===== src/rtl/video_chk_line_meter.sv =====
// Input register stage, sync leading-edge detection and per-line length / DE counting.
// All outputs are registered one stage behind the input register so that
// strobes and pixel data stay aligned with each other.
module video_chk_line_meter #(
    parameter int CW        = 12,
    parameter bit HSYNC_POL = 1'b1,
    parameter bit VSYNC_POL = 1'b1
) (
    input  logic          clk,
    input  logic          rst_n,
    input  logic          hsync,
    input  logic          vsync,
    input  logic          de,
    input  logic [7:0]    r,
    input  logic [7:0]    g,
    input  logic [7:0]    b,
    output logic          line_stb,
    output logic [CW-1:0] line_len,
    output logic [CW-1:0] line_de,
    output logic          frame_stb,
    output logic          pix_de,
    output logic [23:0]   pix_rgb
);

    localparam logic [CW-1:0] CNT_MAX = '1;

    logic          hs_s1_reg;
    logic          vs_s1_reg;
    logic          hs_prev_reg;
    logic          vs_prev_reg;
    logic          de_s1_reg;
    logic [23:0]   rgb_s1_reg;
    logic [CW-1:0] h_cnt_reg;
    logic [CW-1:0] de_cnt_reg;
    logic [CW-1:0] h_cnt_next;
    logic [CW-1:0] de_cnt_next;
    logic [CW-1:0] len_next;
    logic          hs_edge;
    logic          vs_edge;

    // Register every video input once; keep the previous sync samples for edge detection.
    always_ff @(posedge clk or negedge rst_n) begin
        if (!rst_n) begin
            hs_s1_reg   <= ~HSYNC_POL;
            vs_s1_reg   <= ~VSYNC_POL;
            hs_prev_reg <= ~HSYNC_POL;
            vs_prev_reg <= ~VSYNC_POL;
            de_s1_reg   <= 1'b0;
            rgb_s1_reg  <= '0;
        end else begin
            hs_s1_reg   <= hsync;
            vs_s1_reg   <= vsync;
            hs_prev_reg <= hs_s1_reg;
            vs_prev_reg <= vs_s1_reg;
            de_s1_reg   <= de;
            rgb_s1_reg  <= {r, g, b};
        end
    end

    assign hs_edge = (hs_s1_reg == HSYNC_POL) && (hs_prev_reg != HSYNC_POL);
    assign vs_edge = (vs_s1_reg == VSYNC_POL) && (vs_prev_reg != VSYNC_POL);

    // Saturating line-length and DE counters; a DE on the edge cycle starts the new line.
    always_comb begin
        h_cnt_next  = h_cnt_reg;
        de_cnt_next = de_cnt_reg;
        len_next    = (h_cnt_reg == CNT_MAX) ? CNT_MAX : h_cnt_reg + 1'b1;
        if (hs_edge) begin
            h_cnt_next  = '0;
            de_cnt_next = de_s1_reg ? CW'(1) : '0;
        end else begin
            if (h_cnt_reg != CNT_MAX) begin
                h_cnt_next = h_cnt_reg + 1'b1;
            end
            if (de_s1_reg && (de_cnt_reg != CNT_MAX)) begin
                de_cnt_next = de_cnt_reg + 1'b1;
            end
        end
    end

    // Counter state.
    always_ff @(posedge clk or negedge rst_n) begin
        if (!rst_n) begin
            h_cnt_reg  <= '0;
            de_cnt_reg <= '0;
        end else begin
            h_cnt_reg  <= h_cnt_next;
            de_cnt_reg <= de_cnt_next;
        end
    end

    // Second stage: line results, strobes and the aligned pixel stream.
    always_ff @(posedge clk or negedge rst_n) begin
        if (!rst_n) begin
            line_stb  <= 1'b0;
            line_len  <= '0;
            line_de   <= '0;
            frame_stb <= 1'b0;
            pix_de    <= 1'b0;
            pix_rgb   <= '0;
        end else begin
            line_stb  <= hs_edge;
            frame_stb <= vs_edge;
            pix_de    <= de_s1_reg;
            pix_rgb   <= rgb_s1_reg;
            if (hs_edge) begin
                line_len <= len_next;
                line_de  <= de_cnt_reg;
            end
        end
    end

endmodule


===== config.mk =====
export PLATFORM = sky130hd
export DESIGN_NAME = video_chk_line_meter
export DESIGN_NICKNAME = d
export VERILOG_FILES = /design/src/rtl/video_chk_line_meter.sv
export SDC_FILE = /design/constraint.sdc
export NUM_CORES = 1
export LEC_CHECK = 0
export ABC_AREA = 0
export CORE_MARGIN = 1.5
export CORE_UTILIZATION = 49
export CTS_CLUSTER_SIZE = 40
export DETAILED_ROUTE_END_ITERATION = 10
export GPL_TIMING_DRIVEN = 0
export HOLD_SLACK_MARGIN = 0.03
export PLACE_DENSITY_LB_ADDON = 0.1
export SLEW_MARGIN = 30
export SYNTH_ARGS = -nofsm -noshare
export SYNTH_HDL_FRONTEND = slang
export SYNTH_SLANG_ARGS = --single-unit
export TNS_END_PERCENT = 50

===== constraint.sdc =====
create_clock -name clk -period 1.9 [get_ports clk]
set_input_delay 0.38 -clock clk [delete_from_list [all_inputs] [get_ports clk]]
set_output_delay 0.38 -clock clk [all_outputs]
set_load 0.05 [all_outputs]

* Word level (Yosys, flattened, before mapping)
Cells that the tools add are included.
Storage, ports and cells: register bits after elaboration 104, input port bits 29, output and inout bits 51, word-level logic and storage cells 32
Cells by class: $add $sub $neg 2, eq/ne operators 3, muxes and demuxes 6, bitwise logic cells 2, reductions and logical operators 5
Operators by type and width (number):
- $mux 12 | 5
- $add 12x1->12 const B | 2
- $ne 12x12->1 const B | 2
- $eq 12x12->1 const B | 1
- $reduce_bool 2->1 | 2
- $logic_and 1x1->1 | 3
- $not 1->1 | 2
- $mux 1 | 1

* Logic depth before layout (Yosys ltp)
depth after elaboration 4, depth in mapped cells 6

* Worst setup path before layout
Ideal clock, no wire load.
kind register -> register, start point reg h_cnt_reg[0], end point reg h_cnt_reg[0], library setup time 0.132 ns, data arrival time 1.501 ns, required time 1.768 ns, path slack 0.267 ns, stages on the path, launching flop included 7, buffers on the path 1, clock period less this slack 1.633 ns, cell sequence dfrtp_1 > ha_1 > nand2_1 > or4_1 > buf_2 > xnor2_1 > nor2_1
On the way: longest elaborated chain between the ends 3, elaborated cells on any way between the ends 5, those cells by class 1 x add/sub; 1 x eq/ne; 2 x mux; 1 x reduce/logical
RTL lines:
- from (decl) | RTL line 33 | logic [CW-1:0] h_cnt_reg;
- from (signal assigned) | RTL line 87 | h_cnt_reg <= h_cnt_next;
- $add 12x1->12 | RTL line 73 | h_cnt_next = h_cnt_reg + 1'b1;
- $mux 12 | RTL line 72 | if (h_cnt_reg != CNT_MAX) begin
- $mux 12 | RTL line 68 | if (hs_edge) begin
Parallel ways exist; a longest one is shown, timed or not. The select of a mux whose other input is x is not followed. A chain may end at the register's enable or synchronous reset.

* Worst setup path after layout
start point reg frame_stb, end point out frame_stb
RTL lines:
- from (decl) | RTL line 20 | output logic frame_stb,
- from (signal assigned) | RTL line 103 | frame_stb <= vs_edge;
No word-level cell between the ends.

==> results_dict.tcl <==
set metrics [dict create \
    dpl_cell_area_mm2 0.00455 \
    grt_pass1_wl_um 11100 \
    clk_latency_ps 360 \
    wl_met2_um 3510 \
    setup_viol 1 \
    cts_buffer_depth 2 \
    n_fill_cell 575 \
    seq_power_share 0.534 \
    drv_cap 0 \
    pwr-share-comb 0.165 \
    drtIter0Drc 108 \
    power_mw 4.65 \
    failed_checks "setup timing" \
    syn_to_final_growth_pct 32.7 \
    wl_met1_um 3290 \
    hold_class "reg2reg" \
    max_freq_ghz 0.516 \
    grt_max_degree 75 \
    path_delay_family "buffers and inverters" \
    worst-path-stages 1 \
    outcome "finished with violations" \
    clkTransAtPathRegs_ps 90 \
    setup_ws_ps -39.4 \
    ys_seq_area_frac 0.721 \
    async_flop_share 1.00 \
    final_cell_area_mm2 0.00479 \
    dieArea_mm2 0.00789 \
    slowest_stage "clkdlybuf4s50_1" \
    grt_pass1_vias 2363 \
    dp.cells 470 \
    p_sw_mw 1.37 \
    startpoint_type "register" \
    crit_buf_inv 1 \
    crit_fanout 1 \
    tns_ps -39.4 \
    synth-edff-count 0 \
    grt_usage 0.191 \
    grt_antenna_before_repair 0 \
    htree_levels 3 \
    die_height_um 88.8 \
    clkSinkCount 104 \
    arrival_ps 1560 \
    holdPathStages 0 \
    highest_layer "met4" \
    synthesis.nets 322 \
    ys_ff_latch 104 \
    dieWidth_um 88.8 \
    synth_warnings 0 \
    syn_inst 291 \
    via_per_inst 5.03 \
    synth_top_area_share 0.721 \
    cp-end-kind "primary output" \
    swShare 0.296 \
    vias 2455 \
    slew_headroom 0.637 \
    period_share 1.02 \
    n_antenna_cell 0 \
    critPathMaxStageDelay_ps 820 \
    core_area_mm2 0.00718 \
    portBuffers 79 \
    clockPowerShare 0.301 \
    final_nets 415 \
    synth.avg_cell_area_um2 12.4 \
    tightest_slew_ps 540 \
    synth_top_area_cell "dfrtp_1" \
    hold_viol_final 0 \
    worstPathCellList "clkdlybuf4s50_1" \
    drive_above_1_share 0.0823 \
    ios 80 \
    cts_made_buffers 9 \
    stdcell_count 488 \
    start_util 0.503 \
    min_period_ps 1940 \
    synth.most_common_cell "dfrtp_1" \
    gp_congestion 0.767 \
    route.met3.wl_um 347 \
    reg2reg_depth 6 \
    slew_viol_final 0 \
    worstPathRequired_ps 1520 \
    skew_ps 10.3 \
    rows 31 \
    synth_cell_type_count 38 \
    internal-power_mw 3.27 \
    antenna_left 0 \
    routed_wl_um 7380 \
    wire_per_inst_um 15.1 \
    dp_hpwl_um 4890 \
    yosys-top-cells-area "dfrtp_1 (72%), nand2_1 (5.4%), nor2_1 (2.7%)" \
    clock_tree.root_cell "clkbuf_8" \
    powerDensity_mw_per_mm2 970 \
    peakVddDrop_uv 407 \
    overflow 0 \
    drc 0 \
    crit_type "reg2out" \
    dr.pass1.iters 4 \
    synth_common_cells "dfrtp_1 (104), nand2_1 (52), nor2_1 (26)" \
    synth_area_mm2 0.00361 \
    tritoncts "built" \
    synth-main-ff-cell "dfrtp_1" \
    leakage_nw 2.37 \
]
==> area by class of cell <==
type                            instances  area (µm²)  area share
Sequential cell                       104        2600       0.544
Clock inverter                          5        62.6      0.0131
Inverter                                5        18.8     0.00392
Tap cell                               99         124      0.0259
Clock buffer                           11         141      0.0295
Timing Repair Buffer                   82         846       0.177
Multi-Input combinational cell        171         943       0.197
Buffer                                 11        48.8      0.0102
==> cell usage in the layout, fill, tap and decap left out, drive strengths merged, types with 3 or more instances in the layout <==
| cell | netlist | routed |
|---|---|---|
| dlymetal6s2s | 0 | 18 |
| o21ai | 17 | 17 |
| clkdlybuf4s50 | 0 | 31 |
| xnor2 | 8 | 8 |
| nand3 | 12 | 12 |
| nor4 | 3 | 3 |
| or4 | 4 | 4 |
| nor2 | 26 | 26 |
| a21oi | 15 | 15 |
| o41ai | 3 | 3 |
| nand4 | 4 | 4 |
| dfrtp | 104 | 104 |
| dlygate4sd2 | 0 | 29 |
| buf | 3 | 6 |
| clkbuf | 8 | 19 |
| inv | 5 | 7 |
| nand2 | 52 | 52 |
| nor3 | 4 | 4 |
==> routing by layer <==
| layer | vias up | global-route usage |
|---|---|---|
| met5 | - | 0 |
| met1 | 1196 | 0.248 |
| li1 | 1172 | - |
| met3 | 17 | 0.0336 |
| met4 | 0 | 0.114 |
| met2 | 70 | 0.302 |
==> path summary, 6_finish.rpt <==
path | from | endpoint | slack [ps]
max in group asynchronous | rst_n | line_len[5] | 800
worst min register to register | rgb_s1_reg[10] | pix_rgb[10] | 350
worst max register to register | h_cnt_reg[0] | h_cnt_reg[0] | 150
worst max-delay path | frame_stb | frame_stb | -40
worst min-delay path | rgb_s1_reg[10] | pix_rgb[10] | 350
min in group asynchronous | rst_n | pix_rgb[8] | 470
==> timing repair <==
| item | 4_1_cts | 5_1_grt |
|---|---|---|
| hold endpoints to repair | 30 | 0 |
| endpoints found under the setup margin | 44 | 28 |
| hold buffers | 1 | 0 |
| setup buffers | 0 | 1 |
| pin swaps | 0 | 1 |
| resized for setup | 31 | 21 |
==> per-stage QoR <==
step | hold WS (ps) | util | worst slack [ps]
CTS | 351 | 0.659 | 0.504
global route | 359 | 0.667 | -82.8
detailed placement | 274 | 0.634 | -39.9
finish | 350 | 0.667 | -39.4
global placement | 332 | 0.630 | -3280
floorplan | 84.4 | - | 267
==> cells by family (layout without fill, tap and decap cells) <==
logic type | count (synthesis) | count (layout) | synth area share
buffers and inverters | 16 | 114 | 0.0177
adder cells (fa/ha/maj) | 2 | 2 | 0.00694
AND/OR/NAND/NOR | 115 | 115 | 0.153
multiplexers | 2 | 2 | 0.00555
XOR/XNOR | 8 | 8 | 0.0194
flip-flops | 104 | 104 | 0.721
AO/OA/AOI/OAI | 44 | 44 | 0.0763
==> power by group through the flow <==
stage | sequential [mW] | combinational [mW] | clock [mW]
after floorplan | 2.81 | 0.175 | 0
after global placement | 2.52 | 0.788 | 0
after detailed placement | 2.52 | 0.804 | 0
after CTS | 2.48 | 0.765 | 1.42
after global routing | 2.50 | 0.829 | 1.52
final | 2.48 | 0.766 | 1.40
(Power assumes the default switching activity.)
